--- config.mk ---
export PLATFORM = sky130hd
export DESIGN_NAME = cache_refill_flat
export DESIGN_NICKNAME = d
export VERILOG_FILES = /design/src/rtl/cache_refill_if.sv /design/src/rtl/cache_refill.sv /design/src/flat_wrapper.sv
export SDC_FILE = /design/constraint.sdc
export NUM_CORES = 1
export LEC_CHECK = 0
export CORE_UTILIZATION = 53
export CTS_CLUSTER_DIAMETER = 50
export CTS_CLUSTER_SIZE = 28
export DETAILED_ROUTE_END_ITERATION = 8
export PLACE_DENSITY = 0.82
export SLEW_MARGIN = 30
export SYNTH_ARGS = -nofsm -noshare
export SYNTH_HDL_FRONTEND = slang
export SYNTH_SLANG_ARGS = --single-unit
--- constraint.sdc ---
create_clock -name clock -period 15.3 [get_ports clock]
set_input_delay 1.53 -clock clock [delete_from_list [all_inputs] [get_ports clock]]
set_output_delay 1.53 -clock clock [all_outputs]
set_load 0.005 [all_outputs]
--- src/rtl/cache_refill_if.sv ---
// Bus bundle between the refill engine, the CPU miss path, next-level memory and the data RAM.
// Widths come from the codebase macros `IDX, `OFS and `BLK (defaults below when not predefined).
`ifndef IDX
`define IDX 4
`endif
`ifndef OFS
`define OFS 2
`endif
`ifndef BLK
`define BLK (32*(1<<`OFS))
`endif

interface cache_refill_if;
  logic              miss_valid;
  logic [31:0]       miss_addr;
  logic              busy;
  logic              done;
  logic              crit_valid;
  logic [31:0]       crit_data;
  logic              mem_req;
  logic [31:0]       mem_addr;
  logic [31:0]       mem_rdata;
  logic              mem_ready;
  logic [`IDX-1:0]   ram_index;
  logic [`OFS-1:0]   ram_offset;
  logic [`BLK-1:0]   ram_data_in;
  logic              ram_write;

  // master is the refill engine, slave is everything around it
  modport master (
    input  miss_valid, miss_addr, mem_rdata, mem_ready,
    output busy, done, crit_valid, crit_data, mem_req, mem_addr,
           ram_index, ram_offset, ram_data_in, ram_write
  );

  modport slave (
    output miss_valid, miss_addr, mem_rdata, mem_ready,
    input  busy, done, crit_valid, crit_data, mem_req, mem_addr,
           ram_index, ram_offset, ram_data_in, ram_write
  );
endinterface

--- src/rtl/cache_refill.sv ---
// Cache line refill engine: fetches one line word by word, forwards the missed word, writes the line.
// Define REFILL_CRIT_FIRST_EN for critical-word-first fetch order; default is sequential from word 0.
`ifndef IDX
`define IDX 4
`endif
`ifndef OFS
`define OFS 2
`endif
`ifndef BLK
`define BLK (32*(1<<`OFS))
`endif

module cache_refill (
  input logic            clock,
  input logic            reset,
  cache_refill_if.master bus
);

  typedef enum logic [1:0] {IDLE, REQ, WRITE} state_t;

  state_t              state;
  logic [31:`OFS+2]    line_base;
  logic [`OFS-1:0]     word;
  logic [`OFS-1:0]     ptr;
  logic [`OFS-1:0]     count;
  logic [`BLK-1:0]     buffer;
  logic [`BLK-1:0]     beat_buf;
  logic [`OFS-1:0]     start_ptr;
  logic                unused_addr_bits;

  assign unused_addr_bits = ^bus.miss_addr[1:0];

`ifdef REFILL_CRIT_FIRST_EN
  assign start_ptr = bus.miss_addr[`OFS+1:2];
`else
  assign start_ptr = '0;
`endif

  // Buffer with the current beat merged in, so WRITE sees the last word without an extra cycle
  always_comb begin
    beat_buf = buffer;
    beat_buf[{ptr, 5'd0} +: 32] = bus.mem_rdata;
  end

  always_ff @(posedge clock or posedge reset) begin
    if (reset) begin
      state           <= IDLE;
      line_base       <= '0;
      word            <= '0;
      ptr             <= '0;
      count           <= '0;
      buffer          <= '0;
      bus.busy        <= 1'b0;
      bus.done        <= 1'b0;
      bus.crit_valid  <= 1'b0;
      bus.crit_data   <= '0;
      bus.mem_req     <= 1'b0;
      bus.mem_addr    <= '0;
      bus.ram_index   <= '0;
      bus.ram_offset  <= '0;
      bus.ram_data_in <= '0;
      bus.ram_write   <= 1'b0;
    end else begin
      bus.crit_valid <= 1'b0;
      bus.done       <= 1'b0;
      bus.ram_write  <= 1'b0;
      case (state)
        IDLE: begin
          if (bus.miss_valid) begin
            line_base    <= bus.miss_addr[31:`OFS+2];
            word         <= bus.miss_addr[`OFS+1:2];
            ptr          <= start_ptr;
            count        <= '0;
            bus.busy     <= 1'b1;
            bus.mem_req  <= 1'b1;
            bus.mem_addr <= {bus.miss_addr[31:`OFS+2], start_ptr, 2'b00};
            state        <= REQ;
          end
        end
        REQ: begin
          if (bus.mem_ready) begin
            buffer <= beat_buf;
            ptr    <= ptr + 1'b1;
            count  <= count + 1'b1;
            if (ptr == word) begin
              bus.crit_valid <= 1'b1;
              bus.crit_data  <= bus.mem_rdata;
            end
            // All-ones count marks the final beat of the line
            if (&count) begin
              state           <= WRITE;
              bus.mem_req     <= 1'b0;
              bus.mem_addr    <= '0;
              bus.ram_write   <= 1'b1;
              bus.done        <= 1'b1;
              bus.ram_index   <= line_base[`OFS+`IDX+1:`OFS+2];
              bus.ram_offset  <= word;
              bus.ram_data_in <= beat_buf;
            end else begin
              bus.mem_addr <= {line_base, ptr + 1'b1, 2'b00};
            end
          end
        end
        WRITE: begin
          bus.busy <= 1'b0;
          state    <= IDLE;
        end
        default: state <= IDLE;
      endcase
    end
  end

endmodule
--- src/flat_wrapper.sv ---
// flat-port wrapper written by rule: the top's interface ports become plain ports
module cache_refill_flat 
  (clock, reset, bus_miss_valid, bus_miss_addr, bus_mem_rdata, bus_mem_ready, bus_busy, bus_done, bus_crit_valid, bus_crit_data, bus_mem_req, bus_mem_addr, bus_ram_index, bus_ram_offset, bus_ram_data_in, bus_ram_write);
  cache_refill_if bus_i ();
  input logic clock;
  input logic reset;
  input wire logic [$bits(bus_i.miss_valid)-1:0] bus_miss_valid;
  input wire logic [$bits(bus_i.miss_addr)-1:0] bus_miss_addr;
  input wire logic [$bits(bus_i.mem_rdata)-1:0] bus_mem_rdata;
  input wire logic [$bits(bus_i.mem_ready)-1:0] bus_mem_ready;
  output wire logic [$bits(bus_i.busy)-1:0] bus_busy;
  output wire logic [$bits(bus_i.done)-1:0] bus_done;
  output wire logic [$bits(bus_i.crit_valid)-1:0] bus_crit_valid;
  output wire logic [$bits(bus_i.crit_data)-1:0] bus_crit_data;
  output wire logic [$bits(bus_i.mem_req)-1:0] bus_mem_req;
  output wire logic [$bits(bus_i.mem_addr)-1:0] bus_mem_addr;
  output wire logic [$bits(bus_i.ram_index)-1:0] bus_ram_index;
  output wire logic [$bits(bus_i.ram_offset)-1:0] bus_ram_offset;
  output wire logic [$bits(bus_i.ram_data_in)-1:0] bus_ram_data_in;
  output wire logic [$bits(bus_i.ram_write)-1:0] bus_ram_write;
  assign bus_i.miss_valid = bus_miss_valid;
  assign bus_i.miss_addr = bus_miss_addr;
  assign bus_i.mem_rdata = bus_mem_rdata;
  assign bus_i.mem_ready = bus_mem_ready;
  assign bus_busy = bus_i.busy;
  assign bus_done = bus_i.done;
  assign bus_crit_valid = bus_i.crit_valid;
  assign bus_crit_data = bus_i.crit_data;
  assign bus_mem_req = bus_i.mem_req;
  assign bus_mem_addr = bus_i.mem_addr;
  assign bus_ram_index = bus_i.ram_index;
  assign bus_ram_offset = bus_i.ram_offset;
  assign bus_ram_data_in = bus_i.ram_data_in;
  assign bus_ram_write = bus_i.ram_write;
  cache_refill u_core (.clock(clock), .reset(reset), .bus(bus_i));
endmodule
==> results of run 1 <==
## where the power goes
group | switching, mW | internal, mW
combinational | 0.730 | 0.852
clock | 0.388 | 0.452
sequential | 0.231 | 1.35
total | 1.35 | 2.66
## kinds of logic after synthesis
kind of cell	after synthesis
fa+ha+maj	6
simple gates	357
flops	364
mux	93
other cells	1
xor+xnor	2
buf+inv	158
compound gates	297
## metal layers
layer / global-route usage [%] / vias to the layer above / wire length (um)
met5: 0 / - / 0
met4: 6.871 / 0 / 841
met3: 6.755 / 52 / 3496
met2: 43.60 / 501 / 19060
met1: 39.33 / 5934 / 17210
li1: - / 5031 / -
## area by class of cell
cell class,count,area (um2),share of cell area [%]
Sequential cell,364,9109,47.85
Multi-Input combinational cell,757,5279,27.73
Timing Repair Buffer,293,2920,15.34
Clock buffer,32,779.5,4.095
Tap cell,378,473.0,2.485
Clock inverter,25,309.0,1.624
Inverter,40,165.2,0.8677
## path summary, 6_finish.rpt
kind                            cells after the start  slack, ns                       end            start
worst max-delay path                                5      11.85  u_core.bus.crit_data[15]    bus_mem_ready
worst min-delay path                                1       0.48           u_core.count[0]  u_core.count[0]
worst max register to register                      6      12.40         u_core.buffer[70]    u_core.ptr[0]
worst min register to register                      1       0.48           u_core.count[0]  u_core.count[0]
max in group asynchronous                           4      11.87         u_core.buffer[62]            reset
min in group asynchronous                           2       1.50  u_core.bus.crit_data[29]            reset
## placed cells by master (no fill, tap or decap), drive strengths merged, types with 2 or more instances in the layout
cell type / instances
conb: 2
nand3b: 4
nor2: 255
nor3b: 2
mux2: 64
clkbuf: 32
nor3: 2
nor2b: 29
mux2i: 29
dfrtp: 364
and4bb: 2
a22o: 128
buf: 27
ha: 6
clkdlybuf4s50: 266
clkinv: 16
a221oi: 125
bufinv: 4
nand2: 25
and2: 3
inv: 44
a21oi: 39
o21ai: 4
xor2: 2
nor4bb: 29
## flip-flops by register name (all words and copies together) (netlist names)
name / count
u_core.buffer: 128
u_core.bus.mem_addr: 30
u_core.bus.crit_valid: 1
u_core.bus.busy: 1
u_core.bus.ram_offset: 2
u_core.state: 2
u_core.line_base: 28
u_core.bus.ram_index: 4
u_core.ptr: 2
u_core.count: 2
u_core.bus.crit_data: 32
u_core.word: 2
u_core.bus.ram_data_in: 128
u_core.bus.mem_req: 1
u_core.bus.ram_write: 1
## per-stage QoR
step                total power [mW]  util, %  instances
global placement               3.094    63.97       1830
floorplan                      2.350        -       1279
detailed placement             3.170    64.20       1832
global route                   4.230    68.14       1889
CTS                            4.019    68.10       1889
finish                         4.006    68.14       1889
==> key figures, run 1 <==
Drt
  • Routed vias/inst: roughly 6
  • Routed Antenna Nets: 0
  • 1st-iter DRT viols: 902
  • WL/cell: around 21 um
  • Final WL: 40.61 mm
  • Via Count: between 10,000 and 15,000
  • Remaining DRCs: 0
  • Drt first pass iters: 5

Place
  • # port buffers: around 270
  • Dpl ws: 10.69 ns
  • Area after DPL: approximately 18,000 um2
  • Dpl hpwl: 25.21 mm
  • GP Congestion: slightly below 0.8

GRT
  • Grt total ovfl: 0
  • First-pass GRT wire length: 63.98 mm
  • Largest net degree at the start of global routing: 142
  • Initial antenna violation count: 0
  • Vias in the first global route: around 11,000
  • Total Routing Usage GR: 27.92%

Critical path
  • Worst path cell trace: clkdlybuf4s50_1, nand3b_4, nor3_4, buf_4, mux2_2
  • Worst Setup End Kind: flop
  • CP arrival: 3.90 ns
  • Crit path launch type: input port
  • WP data required: 15.75 ns
  • CP max stage cell: nor3_4
  • CP Max Fanout: 20
  • Buffers and inverters on the worst path: 2
  • WS Path Type: in -> reg
  • Cell family with most CP delay: buffers and inverters
  • CP peak stage delay: 0.72 ns

Yosys
  • Fraction of registers with async set/reset: between 90% and 100%
  • Synthesized area per cell: between 10 and 15 um2
  • Simple-gate share of the synthesized area: about 11%
  • Main combinational cell family by area after synthesis: compound AO/OA/AOI/OAI gates
  • XOR/XNOR Fraction of Synth Area: less than 1%
  • Commonest cells post-synth: dfrtp_1 (364), nor2_1 (254), a22o_1 (128)
  • Main synth FF type: dfrtp_1
  • Mapped Area: 15,160 um2
  • Post-synth top area share: 60.08%
  • Number of synthesized flops with an enable pin: 0
  • Most frequent cell after synthesis: dfrtp_1
  • Yosys reg bits: about 360
  • Yosys top cell by area: dfrtp_1
  • Synth warnings: 0
  • Yosys cell types: 37
  • Dominant cells by area after synthesis: dfrtp_1 (60%), a22o_1 (7.4%), a221oi_1 (7.2%)
  • Post-synthesis mux area share: 6.668%
  • Register area share after synthesis: approximately three fifths
  • Adder-Cell Fraction of Synth Area: 0.4952%
  • Cell count after synthesis: 1,278
  • Compound-Gate Fraction of Synth Area: between 15 and 20%

Cells and area
  • NumNets Final: 1,561
  • Post-route cell area: between 15,000 and 20,000 um2
  • Antenna cells: 0
  • P&R area growth vs syn: 25.55%
  • Layout cells sized above 1: 10.52%
  • # fillers: 2,019

Clocking
  • Clk Latency, worst-skew pair: 0.57 ns
  • Clock root buffer: clkbuf_16
  • Post-CTS Hold Fix Bufs: 0
  • Cts repair resizes: 0
  • Clk buf depth: 3
  • CTS Buf Count: 31
  • CTS clock-pin slew for the worst setup and hold paths: roughly 0.07 ns
  • Count of clock tree sinks: 364
  • CTS tree: done
  • H-tree depth: 1
  • Post CTS Setup Buffer Count: 0

Min path
  • Worst hold path class: reg -> reg

Run
  • Max Cap Viol: 0

Run status
  • Status: finished, final reports clean

STA
  • Post-route setup TNS: 0 ns
  • Fin crit period: around 3.4 ns
  • Final Setup Violations: 0
  • Hold slack: 0.4846 ns
  • Fin. max-slew vios: 0
  • Worst slew pin tran: 0.9189 ns
  • Fmax: around 290 MHz
  • Final Skew: 0.01980 ns
  • Slew margin rel.: 38.74%
  • Final worst path period share: 22.54%
  • Final Hold Viols: 0
  • RSZ-0062 raised after global routing: false
  • Crit path setup slack, layout: 11.85 ns

Floorplanning
  • I/O pins: roughly 270
  • Starting density of the core: between 50% and 60%
  • Die W: 171.1 um
  • Die height: 171.1 um
  • Die area: between 20,000 and 30,000 um2
  • Core box area: approximately 28,000 um2
  • Row cnt: 61

Power and ir drop
  • Static leakage: 8.646 nW
  • PD cells: 210.5 nW/um2
  • Peak VDD IR: 118.9 uV
No activity file was read; power rests on OpenSTA's default activity.
==> run 2: changes to the inputs <==
==> constraint.sdc (replaced) <==
create_clock -name clock -period 3.18 [get_ports clock]
set_input_delay 0.318 -clock clock [delete_from_list [all_inputs] [get_ports clock]]
set_output_delay 0.318 -clock clock [all_outputs]
set_load 0.005 [all_outputs]
==> run 2 against run 1 <==
Effect of this change: critical endpoint is now u_core.buffer[93]; core utilization is 0.71 points higher; clock skew rose by 0.0058 ns; flip-flop and latch count stayed put; count of clock-buffer cells in the layout up 1; cell area up 1.0%; critical path type is now reg -> reg; wire length increased by 1.1%.
==> key figures, run 2 (synthesis gave the netlist of run 1 again) <==
Critical path
  • Worst path cell trace: inv_1, ha_1, and4bb_1, nor3b_4, buf_4, a22o_1
  • CP arrival: 3.16 ns
  • Crit path launch type: flop
  • Cell family with most CP delay: simple AND/OR/NAND/NOR gates
  • WP data required: 3.67 ns
  • CP Max Fanout: 32
  • WS Path Type: reg -> reg
  • CP startpoint: u_core.ptr[0]
  • Worst r2r dst: u_core.buffer[93]
  • Worst Setup End Kind: flop
  • Buffers and inverters on the worst path: 2
  • R2R depth: 6
  • R2r startpoint: u_core.ptr[0]
  • R2R setup slack: 0.51 ns
  • CP peak stage delay: 0.55 ns
  • CP max stage cell: dfrtp_1

Floorplanning
  • Die height: around 170 um
  • Die area: 29,290 um2
  • Core box area: 27,930 um2
  • Starting density of the core: approximately 54%
  • Row cnt: 61
  • Die W: 171.1 um
  • I/O pins: 271

Cells and area
  • Biggest regs: u_core.buffer x128, u_core.bus.ram_data_in x128, u_core.bus.crit_data x32
  • Antenna cells: 0
  • Layout cells sized above 1: 11.15%
  • P&R area growth vs syn: 26.86%
  • NumNets Final: 1,576
  • Most frequent cells in the layout: dfrtp_1 (364), clkdlybuf4s50_1 (266), nor2_1 (254)
  • Post-route cell area: ~19,000 um2
  • # fillers: 1,982
  • Most common cell after layout, fill and taps aside: dfrtp_1

STA
  • Final Setup Violations: 0
  • Worst slew pin tran: 0.8855 ns
  • Final Skew: 0.02557 ns
  • Final worst path period share: 83.94%
  • Final Hold Viols: 0
  • Slew margin rel.: about 40%
  • Post-route setup TNS: 0 ns
  • Fmax: 374.6 MHz
  • Fin crit period: 2.669 ns
  • Fin. max-slew vios: 0
  • RSZ-0062 raised after global routing: false

Power and ir drop
  • Net switching power: 6.545 mW
  • PD cells: 1003 nW/um2
  • Power Internal: 12.74 mW
  • Comb power frac: between 30% and 40%
  • Clock power share: 20.5%
  • Register share of total power: 39.6%
  • Sw Ratio: 33.94%
  • Static leakage: 8.735 nW
  • Peak VDD IR: 689.8 uV

Clocking
  • CTS tree: done
  • Post-CTS Hold Fix Bufs: 0
  • CTS Buf Count: 31
  • H-tree depth: 1
  • Clk Latency, worst-skew pair: 0.57 ns
  • Post CTS Setup Buffer Count: 0
  • Cts repair resizes: 0
  • Clock root buffer: clkbuf_16
  • CTS clock-pin slew for the worst setup and hold paths: roughly 0.08 ns
  • Count of clock tree sinks: 364
  • Clk buf depth: 3

GRT
  • Grt total ovfl: 0
  • First-pass GRT wire length: 65.00 mm
  • Vias in the first global route: 11,519
  • Total Routing Usage GR: 28.30%
  • Largest net degree at the start of global routing: 111
  • Initial antenna violation count: 0

Min path
  • Worst hold path class: in -> async

Run
  • Max Cap Viol: 0

Drt
  • Via Count: 11,570
  • WL/cell: between 20 and 25 um
  • M1 WL: 16.81 mm
  • Met2 wire len: 19.40 mm
  • Drt first pass iters: 5
  • Routed vias/inst: around 6.1
  • Remaining DRCs: 0
  • Max Used Layer: met4
  • 1st-iter DRT viols: between 1,000 and 1,500
  • Routed Antenna Nets: 0
  • Final WL: 41.06 mm
  • Met3 routed WL: roughly 3.8 mm

Place
  • # port buffers: 266
  • Dpl hpwl: 26.33 mm
  • Area after DPL: 18,170 um2
  • GP Congestion: 0.7942

Run status
  • Status: finished, final reports clean
run 2: layout make-up:
class                      count  area [um2]  area share, %
clock buffer                  33       803.3          4.176
tap                          378       473.0          2.459
inverter                      40       156.4         0.8132
sequential                   364        9109          47.36
multi-input combinational    757        5276          27.43
timing repair buffer         308        3153          16.39
clock inverter                22       262.8          1.366
run 2: worst register-to-register path: cells and delay by family (launching register included):
kind | cells | cell delay (ns)
AO/OA/AOI/OAI | 1 | 0.25
adder cells (fa/ha/maj) | 1 | 0.45
buffers and inverters | 2 | 0.58
flip-flops | 1 | 0.55
AND/OR/NAND/NOR | 2 | 0.77
run 2: worst max-delay path by stage:
stage | to | slack, ns | depth (start not counted)
2_1_floorplan | u_core.buffer[0] | -2.02 | 1
3_3_place_gp | u_core.buffer[89] | 0.69 | 6
3_5_place_dp | u_core.buffer[93] | 0.60 | 6
4_1_cts | u_core.buffer[93] | 0.57 | 6
5_1_grt | u_core.buffer[92] | 0.40 | 6
6_report | u_core.buffer[93] | 0.51 | 6
run 2: power groups by stage:
stage	clock network, mW	registers (mW)	logic, mW
CTS	4.01	7.62	7.72
global route	4.19	7.84	8.34
finish	3.96	7.64	7.68
detailed placement	0	7.67	7.66
global placement	0	7.59	7.42
floorplan	0	7.58	3.73
run 2: through the flow:
step	power, mW	setup WS (ns)	std cells	hold WS, ns	util (%)
2_1_floorplan	11.31	-2.020	1279	0.4461	-
3_3_place_gp	15.01	0.6876	1847	0.4590	65.04
3_5_place_dp	15.33	0.6035	1847	0.4728	65.04
4_1_cts	19.34	0.5705	1902	0.2648	68.85
5_1_grt	20.37	0.3994	1902	0.2828	68.85
6_report	19.28	0.5108	1902	0.2644	68.85
run 2: routing by layer:
layer | GRT usage, % | up-vias
met5 | 0 | -
met4 | 8.463 | 0
met3 | 6.454 | 77
met2 | 44.63 | 574
met1 | 39.17 | 5869
li1 | - | 5050
